===== src/rtl/mac_sequencer_pkg.sv =====
// Shared widths and FSM encoding for the MAC sequencer and its write-back path.
// Imported by the interface, the requantizer and the sequencer top.
package mac_sequencer_pkg;

   localparam int MAC_W  = 20;
   localparam int DATA_W = 8;
   localparam int SEL_W  = 32;

   typedef enum logic [2:0] {
      IDLE,
      CLEAR,
      ACCUM,
      ACTIVATE,
      WRITE,
      DONE
   } state_t;

endpackage


===== src/rtl/mac_sequencer_if.sv =====
// Bundle of layer handshake, MAC datapath control and next-layer write port.
// master = sequencer side, slave = datapath/memory side.
interface mac_sequencer_if
   import mac_sequencer_pkg::*;
#(
   parameter int AW = 8
) ();

   logic              start;
   logic [MAC_W-1:0]  relu_in;
   logic [SEL_W-1:0]  input_sel;
   logic [AW-1:0]     neuron_sel;
   logic              rst_acc;
   logic              ld_acc;
   logic              ready;
   logic              busy;
   logic              done;
   logic              out_wr_en;
   logic [AW-1:0]     out_wr_addr;
   logic [DATA_W-1:0] out_wr_data;

   modport master (
      input  start, relu_in,
      output input_sel, neuron_sel, rst_acc, ld_acc, ready,
             busy, done, out_wr_en, out_wr_addr, out_wr_data
   );

   modport slave (
      output start, relu_in,
      input  input_sel, neuron_sel, rst_acc, ld_acc, ready,
             busy, done, out_wr_en, out_wr_addr, out_wr_data
   );

endinterface


===== src/rtl/mac_sequencer_requant_sat.sv =====
// Requantizer: shifts a non-negative MAC result right and saturates it to an
// 8-bit sign-magnitude value with the sign bit forced to 0.
module requant_sat
   import mac_sequencer_pkg::*;
#(
   parameter int SHIFT = 7
) (
   input  logic [MAC_W-1:0]  x,
   output logic [DATA_W-1:0] data
);

   localparam logic [MAC_W-2:0] MAG_MAX = (MAC_W-1)'(2**(DATA_W-1) - 1);

   logic [MAC_W-2:0] s;
   logic             unused_sign;

   // The ReLU upstream guarantees a non-negative value, so the top bit carries no information.
   assign unused_sign = x[MAC_W-1];
   assign s           = x[MAC_W-2:0] >> SHIFT;
   assign data        = (s > MAG_MAX) ? {1'b0, MAG_MAX[DATA_W-2:0]}
                                      : {1'b0, s[DATA_W-2:0]};

endmodule


===== src/rtl/mac_sequencer.sv =====
// Runs the MAC datapath one neuron at a time for M neurons and writes each
// requantized ReLU result into the next layer's input memory.
module mac_sequencer
   import mac_sequencer_pkg::*;
#(
   parameter int N     = 10,
   parameter int M     = 4,
   parameter int SHIFT = 7,
   parameter int AW    = 8
) (
   input logic             clk,
   input logic             rst,
   mac_sequencer_if.master bus
);

   state_t            state;
   logic [SEL_W-1:0]  k;
   logic [AW-1:0]     n;
   logic [MAC_W-1:0]  cap;
   logic              rst_acc_q;
   logic [DATA_W-1:0] q_data;

   requant_sat #(.SHIFT(SHIFT)) u_requant (
      .x    (cap),
      .data (q_data)
   );

   // The accumulator must clear in the same cycle the block is held in reset.
   assign bus.rst_acc     = rst_acc_q | rst;
   assign bus.out_wr_data = bus.out_wr_en ? q_data : '0;

   // NOTE: non-blocking assignments only, so every branch reads pre-edge register values.
   always_ff @(posedge clk) begin
      if (rst) begin
         state           <= IDLE;
         k               <= '0;
         n               <= '0;
         cap             <= '0;
         rst_acc_q       <= 1'b0;
         bus.input_sel   <= '0;
         bus.neuron_sel  <= '0;
         bus.ld_acc      <= 1'b0;
         bus.ready       <= 1'b0;
         bus.busy        <= 1'b0;
         bus.done        <= 1'b0;
         bus.out_wr_en   <= 1'b0;
         bus.out_wr_addr <= '0;
      end else begin
         rst_acc_q       <= 1'b0;
         bus.input_sel   <= '0;
         bus.neuron_sel  <= '0;
         bus.ld_acc      <= 1'b0;
         bus.ready       <= 1'b0;
         bus.done        <= 1'b0;
         bus.out_wr_en   <= 1'b0;
         bus.out_wr_addr <= '0;

         unique case (state)
            IDLE: begin
               if (bus.start) begin
                  state     <= CLEAR;
                  n         <= '0;
                  rst_acc_q <= 1'b1;
                  bus.busy  <= 1'b1;
               end
            end
            CLEAR: begin
               state          <= ACCUM;
               k              <= '0;
               bus.ld_acc     <= 1'b1;
               bus.neuron_sel <= n;
            end
            ACCUM: begin
               if (k == SEL_W'(N - 1)) begin
                  state     <= ACTIVATE;
                  bus.ready <= 1'b1;
               end else begin
                  k              <= k + 1'b1;
                  bus.input_sel  <= k + 1'b1;
                  bus.neuron_sel <= n;
                  bus.ld_acc     <= 1'b1;
               end
            end
            ACTIVATE: begin
               state           <= WRITE;
               cap             <= bus.relu_in;
               bus.out_wr_en   <= 1'b1;
               bus.out_wr_addr <= n;
            end
            WRITE: begin
               if (n == AW'(M - 1)) begin
                  state    <= DONE;
                  bus.done <= 1'b1;
               end else begin
                  state     <= CLEAR;
                  n         <= n + 1'b1;
                  rst_acc_q <= 1'b1;
               end
            end
            DONE: begin
               state    <= IDLE;
               n        <= '0;
               bus.busy <= 1'b0;
            end
            default: state <= IDLE;
         endcase
      end
   end

endmodule


===== src/flat_wrapper.sv =====
// flat-port wrapper written by rule: the top's interface ports become plain ports
module mac_sequencer_flat import mac_sequencer_pkg::*;
#(
   parameter int N     = 10,
   parameter int M     = 4,
   parameter int SHIFT = 7,
   parameter int AW    = 8
)
  (clk, rst, bus_start, bus_relu_in, bus_input_sel, bus_neuron_sel, bus_rst_acc, bus_ld_acc, bus_ready, bus_busy, bus_done, bus_out_wr_en, bus_out_wr_addr, bus_out_wr_data);
  mac_sequencer_if #(.AW(AW)) bus_i ();
  input logic clk;
  input logic rst;
  input wire logic [$bits(bus_i.start)-1:0] bus_start;
  input wire logic [$bits(bus_i.relu_in)-1:0] bus_relu_in;
  output wire logic [$bits(bus_i.input_sel)-1:0] bus_input_sel;
  output wire logic [$bits(bus_i.neuron_sel)-1:0] bus_neuron_sel;
  output wire logic [$bits(bus_i.rst_acc)-1:0] bus_rst_acc;
  output wire logic [$bits(bus_i.ld_acc)-1:0] bus_ld_acc;
  output wire logic [$bits(bus_i.ready)-1:0] bus_ready;
  output wire logic [$bits(bus_i.busy)-1:0] bus_busy;
  output wire logic [$bits(bus_i.done)-1:0] bus_done;
  output wire logic [$bits(bus_i.out_wr_en)-1:0] bus_out_wr_en;
  output wire logic [$bits(bus_i.out_wr_addr)-1:0] bus_out_wr_addr;
  output wire logic [$bits(bus_i.out_wr_data)-1:0] bus_out_wr_data;
  assign bus_i.start = bus_start;
  assign bus_i.relu_in = bus_relu_in;
  assign bus_input_sel = bus_i.input_sel;
  assign bus_neuron_sel = bus_i.neuron_sel;
  assign bus_rst_acc = bus_i.rst_acc;
  assign bus_ld_acc = bus_i.ld_acc;
  assign bus_ready = bus_i.ready;
  assign bus_busy = bus_i.busy;
  assign bus_done = bus_i.done;
  assign bus_out_wr_en = bus_i.out_wr_en;
  assign bus_out_wr_addr = bus_i.out_wr_addr;
  assign bus_out_wr_data = bus_i.out_wr_data;
  mac_sequencer #(.N(N), .M(M), .SHIFT(SHIFT), .AW(AW)) u_core (.clk(clk), .rst(rst), .bus(bus_i));
endmodule

===== config.mk =====
export PLATFORM = sky130hd
export DESIGN_NAME = mac_sequencer_flat
export DESIGN_NICKNAME = d
export VERILOG_FILES = /design/src/rtl/mac_sequencer_pkg.sv /design/src/rtl/mac_sequencer_if.sv /design/src/rtl/mac_sequencer_requant_sat.sv /design/src/rtl/mac_sequencer.sv /design/src/flat_wrapper.sv
export SDC_FILE = /design/constraint.sdc
export NUM_CORES = 1
export LEC_CHECK = 0
export ABC_CLOCK_PERIOD_IN_PS = 1780
export BUFFER_PORTS_ARGS = -buffer_cell sky130_fd_sc_hd__buf_2
export CELL_PAD_IN_SITES_DETAIL_PLACEMENT = 1
export CELL_PAD_IN_SITES_GLOBAL_PLACEMENT = 1
export CORE_MARGIN = 3
export CORE_UTILIZATION = 37
export DETAILED_ROUTE_END_ITERATION = 12
export HOLD_SLACK_MARGIN = 0.02
export PLACE_DENSITY_LB_ADDON = 0.15
export SYNTH_ARGS = -nofsm -noshare
export SYNTH_HDL_FRONTEND = slang
export SYNTH_SLANG_ARGS = --single-unit

===== constraint.sdc =====
create_clock -name clk -period 1.78 [get_ports clk]
set_input_delay 0.089 -clock clk [delete_from_list [all_inputs] [get_ports clk]]
set_output_delay 0.089 -clock clk [all_outputs]
set_load 0.02 [all_outputs]

==> impl_metrics.prom <==
# TYPE chip_impl_metric gauge
chip_impl_info{name="result_of_the_run",value="complete, but fails checks"} 1
chip_impl_info{name="violations",value="negative setup slack"} 1
chip_impl_metric{name="dr_vias_cell",unit=""} 5.11
chip_impl_metric{name="number_of_pins_exceeding_their_max_slew_limit_in_the_final_report",unit=""} 0
chip_impl_metric{name="num_cts_buffers",unit=""} 9
chip_impl_metric{name="synth.lib_cells_used.distinct",unit=""} 52
chip_impl_metric{name="start_util",unit=""} 0.383
chip_impl_metric{name="synth_seq_area_share",unit=""} 0.519
chip_impl_metric{name="power.leakage",unit="nW"} 2.71
chip_impl_info{name="synth_top_cells_by_area",value="sky130_fd_sc_hd__dfxtp_1 52%, sky130_fd_sc_hd__nor2_1 4.0%, sky130_fd_sc_hd__a21o_1 3.9%"} 1
chip_impl_metric{name="drt_iter0_drc",unit=""} 131
chip_impl_metric{name="synth_xor_xnor_area_share",unit=""} 0.0583
chip_impl_metric{name="antenna_violating_nets_post_route",unit=""} 0
chip_impl_metric{name="fin_worst_skew",unit="ns"} 0.00799
chip_impl_metric{name="finalCoreUtilization",unit=""} 0.556
chip_impl_metric{name="filler_cell_count",unit=""} 1243
chip_impl_metric{name="synth_mux_area_frac",unit=""} 0
chip_impl_metric{name="worst_setup_hold_path_clk_slew",unit="ns"} 0.08
chip_impl_metric{name="post_route_cells_drive_above_1_share",unit=""} 0.396
chip_impl_metric{name="area_delta_synth_final",unit="%"} 45.1
chip_impl_metric{name="timing.final.ws_setup",unit="ns"} -0.0846
chip_impl_info{name="synth-main-ff-cell",value="sky130_fd_sc_hd__dfxtp_1"} 1
chip_impl_info{name="worst-setup-path-type",value="register to register"} 1
chip_impl_metric{name="ys_ff_latch",unit=""} 109
chip_impl_metric{name="power.share.combinational",unit=""} 0.060
chip_impl_metric{name="cp_data_arrival_time",unit="ns"} 2.12
chip_impl_info{name="start_kind",value="register"} 1
chip_impl_metric{name="yosys.area_share.simple",unit=""} 0.228
chip_impl_info{name="yosysMostFrequentCell",value="sky130_fd_sc_hd__dfxtp_1"} 1
chip_impl_metric{name="p_clk_frac",unit=""} 0.431
chip_impl_metric{name="totalNegativeSetupSlack",unit="ns"} -3.25
chip_impl_metric{name="report.final.hold_viol_count",unit=""} 0
chip_impl_metric{name="wl_per_cell",unit="um"} 16.7
chip_impl_metric{name="worstPathMaxFanout",unit=""} 7
chip_impl_metric{name="dr_wl_met3",unit="um"} 359
chip_impl_metric{name="worst_skew_pair.late_latency",unit="ns"} 0.36
chip_impl_metric{name="antenna_cells_inserted",unit=""} 0
chip_impl_metric{name="complex_gate_fraction_of_the_synthesized_area",unit=""} 0.144
chip_impl_metric{name="drc",unit=""} 0
chip_impl_metric{name="fp.dieW",unit="um"} 113
chip_impl_metric{name="ys.warnings.count",unit=""} 0
chip_impl_metric{name="layout_worst_path_cycle_share",unit=""} 1.05
chip_impl_info{name="end_kind",value="register"} 1
chip_impl_metric{name="placement.io_buffers",unit=""} 75
chip_impl_info{name="unrepaired_setup_endpoints_after_global_routing",value="yes"} 1
chip_impl_metric{name="postSynthAreaPerCell",unit="sq um"} 9.71
chip_impl_metric{name="post-route-min-period",unit="ns"} 1.86
chip_impl_metric{name="gr-total-overflow",unit=""} 0
chip_impl_metric{name="antenna_violations_before_repair",unit=""} 0
chip_impl_metric{name="post_synth_fa_ha_maj_area_fraction",unit=""} 0.00893
chip_impl_metric{name="fp.dieArea",unit="sq um"} 12700
chip_impl_metric{name="p_sw_frac",unit=""} 0.238
chip_impl_info{name="yosys-top-cells-count",value="109 x sky130_fd_sc_hd__dfxtp_1, 45 x sky130_fd_sc_hd__nor2_1, 37 x sky130_fd_sc_hd__nand2_1"} 1
chip_impl_info{name="top_layer_used",value="met4"} 1
chip_impl_metric{name="synth-edff-count",unit=""} 0
chip_impl_info{name="cts_tree",value="yes"} 1
chip_impl_info{name="worst_hold_path_type",value="input pin to register"} 1
chip_impl_metric{name="dr.pass1.iters",unit=""} 4
chip_impl_metric{name="grt_start_max_net_pins",unit=""} 29
chip_impl_metric{name="dr_wl_met2",unit="um"} 6440
chip_impl_metric{name="finalWeightedCongestion",unit=""} 0.775
chip_impl_metric{name="synthDominantCellAreaShare",unit=""} 0.519
chip_impl_metric{name="cell_internal_pwr",unit="W"} 0.00370
chip_impl_metric{name="gr-usage-all-layers",unit=""} 0.188
chip_impl_metric{name="dr_total_vias",unit=""} 3814
chip_impl_metric{name="ioPinCount",unit=""} 85
chip_impl_metric{name="mappedNetlistNets",unit=""} 459
chip_impl_metric{name="vdd_drop_max",unit="mV"} 0.599
chip_impl_metric{name="cts-root-to-sink-buffers",unit=""} 2
chip_impl_metric{name="num_rows",unit=""} 38
chip_impl_info{name="root_buffer",value="sky130_fd_sc_hd__clkbuf_16"} 1
chip_impl_metric{name="h-tree-depth",unit=""} 3
chip_impl_info{name="synth_top_family_by_area",value="simple AND/OR/NAND/NOR gates"} 1
chip_impl_metric{name="timing.final.setup_violations",unit=""} 67
chip_impl_metric{name="post_synth_instance_area",unit="sq um"} 4210
chip_impl_metric{name="async_flop_share",unit=""} 0
chip_impl_metric{name="critPathRequiredTime",unit="ns"} 2.04
chip_impl_metric{name="met1Wirelength",unit="um"} 5330
chip_impl_metric{name="pwr-share-seq",unit=""} 0.509
chip_impl_metric{name="number_of_clock_sinks",unit=""} 109
chip_impl_metric{name="power.density_cell_area",unit="nW/um^2"} 795
chip_impl_metric{name="fmax",unit="MHz"} 536
chip_impl_info{name="synth_top_cell_by_area",value="sky130_fd_sc_hd__dfxtp_1"} 1
chip_impl_metric{name="placeable_core_region",unit="sq um"} 11000
chip_impl_metric{name="dp_hpwl",unit="um"} 7880
chip_impl_metric{name="dieHeight",unit="um"} 113
chip_impl_metric{name="number_of_nets_at_the_end_of_the_flow",unit=""} 627
chip_impl_metric{name="first_pass_grt_wire_length",unit="um"} 19100
chip_impl_metric{name="routed_wirelength",unit="um"} 12500
chip_impl_metric{name="power.switching",unit="W"} 0.00116
chip_impl_metric{name="synth_cells",unit=""} 433
chip_impl_metric{name="cap_violations",unit=""} 0
chip_impl_metric{name="first_global_vias",unit=""} 3960
[critical path, cell delays in order, from the launching register on]
cell and delay [ns]:
sky130_fd_sc_hd__dfxtp_2 0.35, sky130_fd_sc_hd__nor4_4 0.27, sky130_fd_sc_hd__buf_4 0.15, sky130_fd_sc_hd__nand4_1 0.10
sky130_fd_sc_hd__buf_6 0.16, sky130_fd_sc_hd__o211ai_4 0.28, sky130_fd_sc_hd__clkbuf_16 0.23, sky130_fd_sc_hd__a21oi_2 0.05
sky130_fd_sc_hd__a21o_1 0.17
[timing repair]
| item | 4_1_cts | 5_1_grt |
|---|---|---|
| pin swaps | 13 | 14 |
| hold buffers | 12 | 0 |
| resized for setup | 30 | 32 |
| hold endpoints to repair | 12 | 0 |
| setup buffers | 4 | 4 |
| gates cloned | 1 | 4 |
| endpoints found under the setup margin | 72 | 72 |
[through the flow]
stage                     hold slack, ns  power (W)  cells  setup slack [ns]  instance area [sq um]
after floorplan                    0.225    0.00264    433            0.0148                   4210
after global placement             0.331    0.00272    706            -0.107                   5270
after detailed placement           0.341    0.00272    706            -0.181                   5270
after CTS                         0.0683    0.00486    739           -0.0467                   5880
after global routing               0.133    0.00504    746            -0.166                   6100
final                              0.109    0.00485    746           -0.0846                   6100
[sequential cells by signal, indices dropped and copies added (netlist names)]
signal                  flops
u_core.bus.ld_acc           1
u_core.cap                 12
u_core.bus.neuron_sel       8
u_core.bus.ready            1
u_core.bus.busy             1
u_core.bus.out_wr_addr      8
u_core.bus.input_sel       32
u_core.k                   32
u_core.state                3
u_core.n                    8
u_core.bus.out_wr_en        1
u_core.bus.done             1
u_core.rst_acc_q            1
[power by group through the flow]
| stage | registers [W] | logic [W] | clock network [W] |
|---|---|---|---|
| after global placement | 0.00252 | 0.000194 | 0 |
| after CTS | 0.00247 | 0.000255 | 0.00214 |
| after floorplan | 0.00253 | 0.000112 | 0 |
| after detailed placement | 0.00253 | 0.000197 | 0 |
| final | 0.00247 | 0.000294 | 0.00209 |
| after global routing | 0.00247 | 0.000320 | 0.00225 |
[cells by family after synthesis]
kind of cell,count (synthesis)
other,1
flip-flops,109
XOR/XNOR,28
AND/OR/NAND/NOR,176
AO/OA/AOI/OAI,86
adder cells (fa/ha/maj),3
buffers and inverters,30
[routing by layer]
| layer | GRT usage | up-vias |
|---|---|---|
| met5 | 0 | - |
| met4 | 0.0897 | 0 |
| met3 | 0.0307 | 25 |
| met2 | 0.338 | 69 |
| met1 | 0.215 | 1855 |
| li1 | - | 1865 |
[worst paths after layout]
path | slack [ns] | startpoint | cells after the start | end
setup / recovery | -0.08 | u_core.k[24] | 8 | u_core.k[16]
hold / removal | 0.11 | rst | 3 | u_core.rst_acc_q
setup reg to reg | -0.08 | u_core.k[24] | 8 | u_core.k[16]
hold reg to reg | 0.46 | u_core.cap[12] | 2 | u_core.cap[12]
[layout make-up]
class	count	area (sq um)	share of cell area
clock buffers	9	225	0.0369
clock inverters	7	80.1	0.0131
inverters	6	22.5	0.00369
multi-input cells	295	2100	0.343
flip-flops and latches	109	2200	0.360
well taps	140	175	0.0287
repair buffers	180	1310	0.214
[cells in the final DEF (no fill, tap or decap), types with 3 or more instances in the layout]
cell type                       Yosys  routed
sky130_fd_sc_hd__a21o_1            22      22
sky130_fd_sc_hd__a21oi_1           25      20
sky130_fd_sc_hd__a21oi_2            1       4
sky130_fd_sc_hd__and2_1            16      15
sky130_fd_sc_hd__and3_1             6       4
sky130_fd_sc_hd__and3_4             1       3
sky130_fd_sc_hd__and4_1             3       3
sky130_fd_sc_hd__buf_12             0       4
sky130_fd_sc_hd__buf_2              5      75
sky130_fd_sc_hd__buf_4              4      82
sky130_fd_sc_hd__buf_6              5       3
sky130_fd_sc_hd__clkbuf_16          0      11
sky130_fd_sc_hd__dfxtp_1          109      98
sky130_fd_sc_hd__dfxtp_2            0      10
sky130_fd_sc_hd__dlygate4sd3_1      0      12
sky130_fd_sc_hd__inv_1              6       5
sky130_fd_sc_hd__inv_6              0       3
sky130_fd_sc_hd__nand2_1           37      36
sky130_fd_sc_hd__nand3_1           12      12
sky130_fd_sc_hd__nand4_1           12      12
sky130_fd_sc_hd__nor2_1            45      42
sky130_fd_sc_hd__nor2_2             0       3
sky130_fd_sc_hd__nor3_1            11       9
sky130_fd_sc_hd__nor4_1            10       3
sky130_fd_sc_hd__nor4_2             0       6
sky130_fd_sc_hd__nor4_4             2       3
sky130_fd_sc_hd__o21a_1             8       8
sky130_fd_sc_hd__o21ai_0            3       3
sky130_fd_sc_hd__o2bb2ai_1         10      10
sky130_fd_sc_hd__o31ai_1            6       5
sky130_fd_sc_hd__or4_4              1       4
sky130_fd_sc_hd__xnor2_1           17      17
sky130_fd_sc_hd__xor2_1            11      11
No activity file was read; power rests on OpenSTA's default activity.
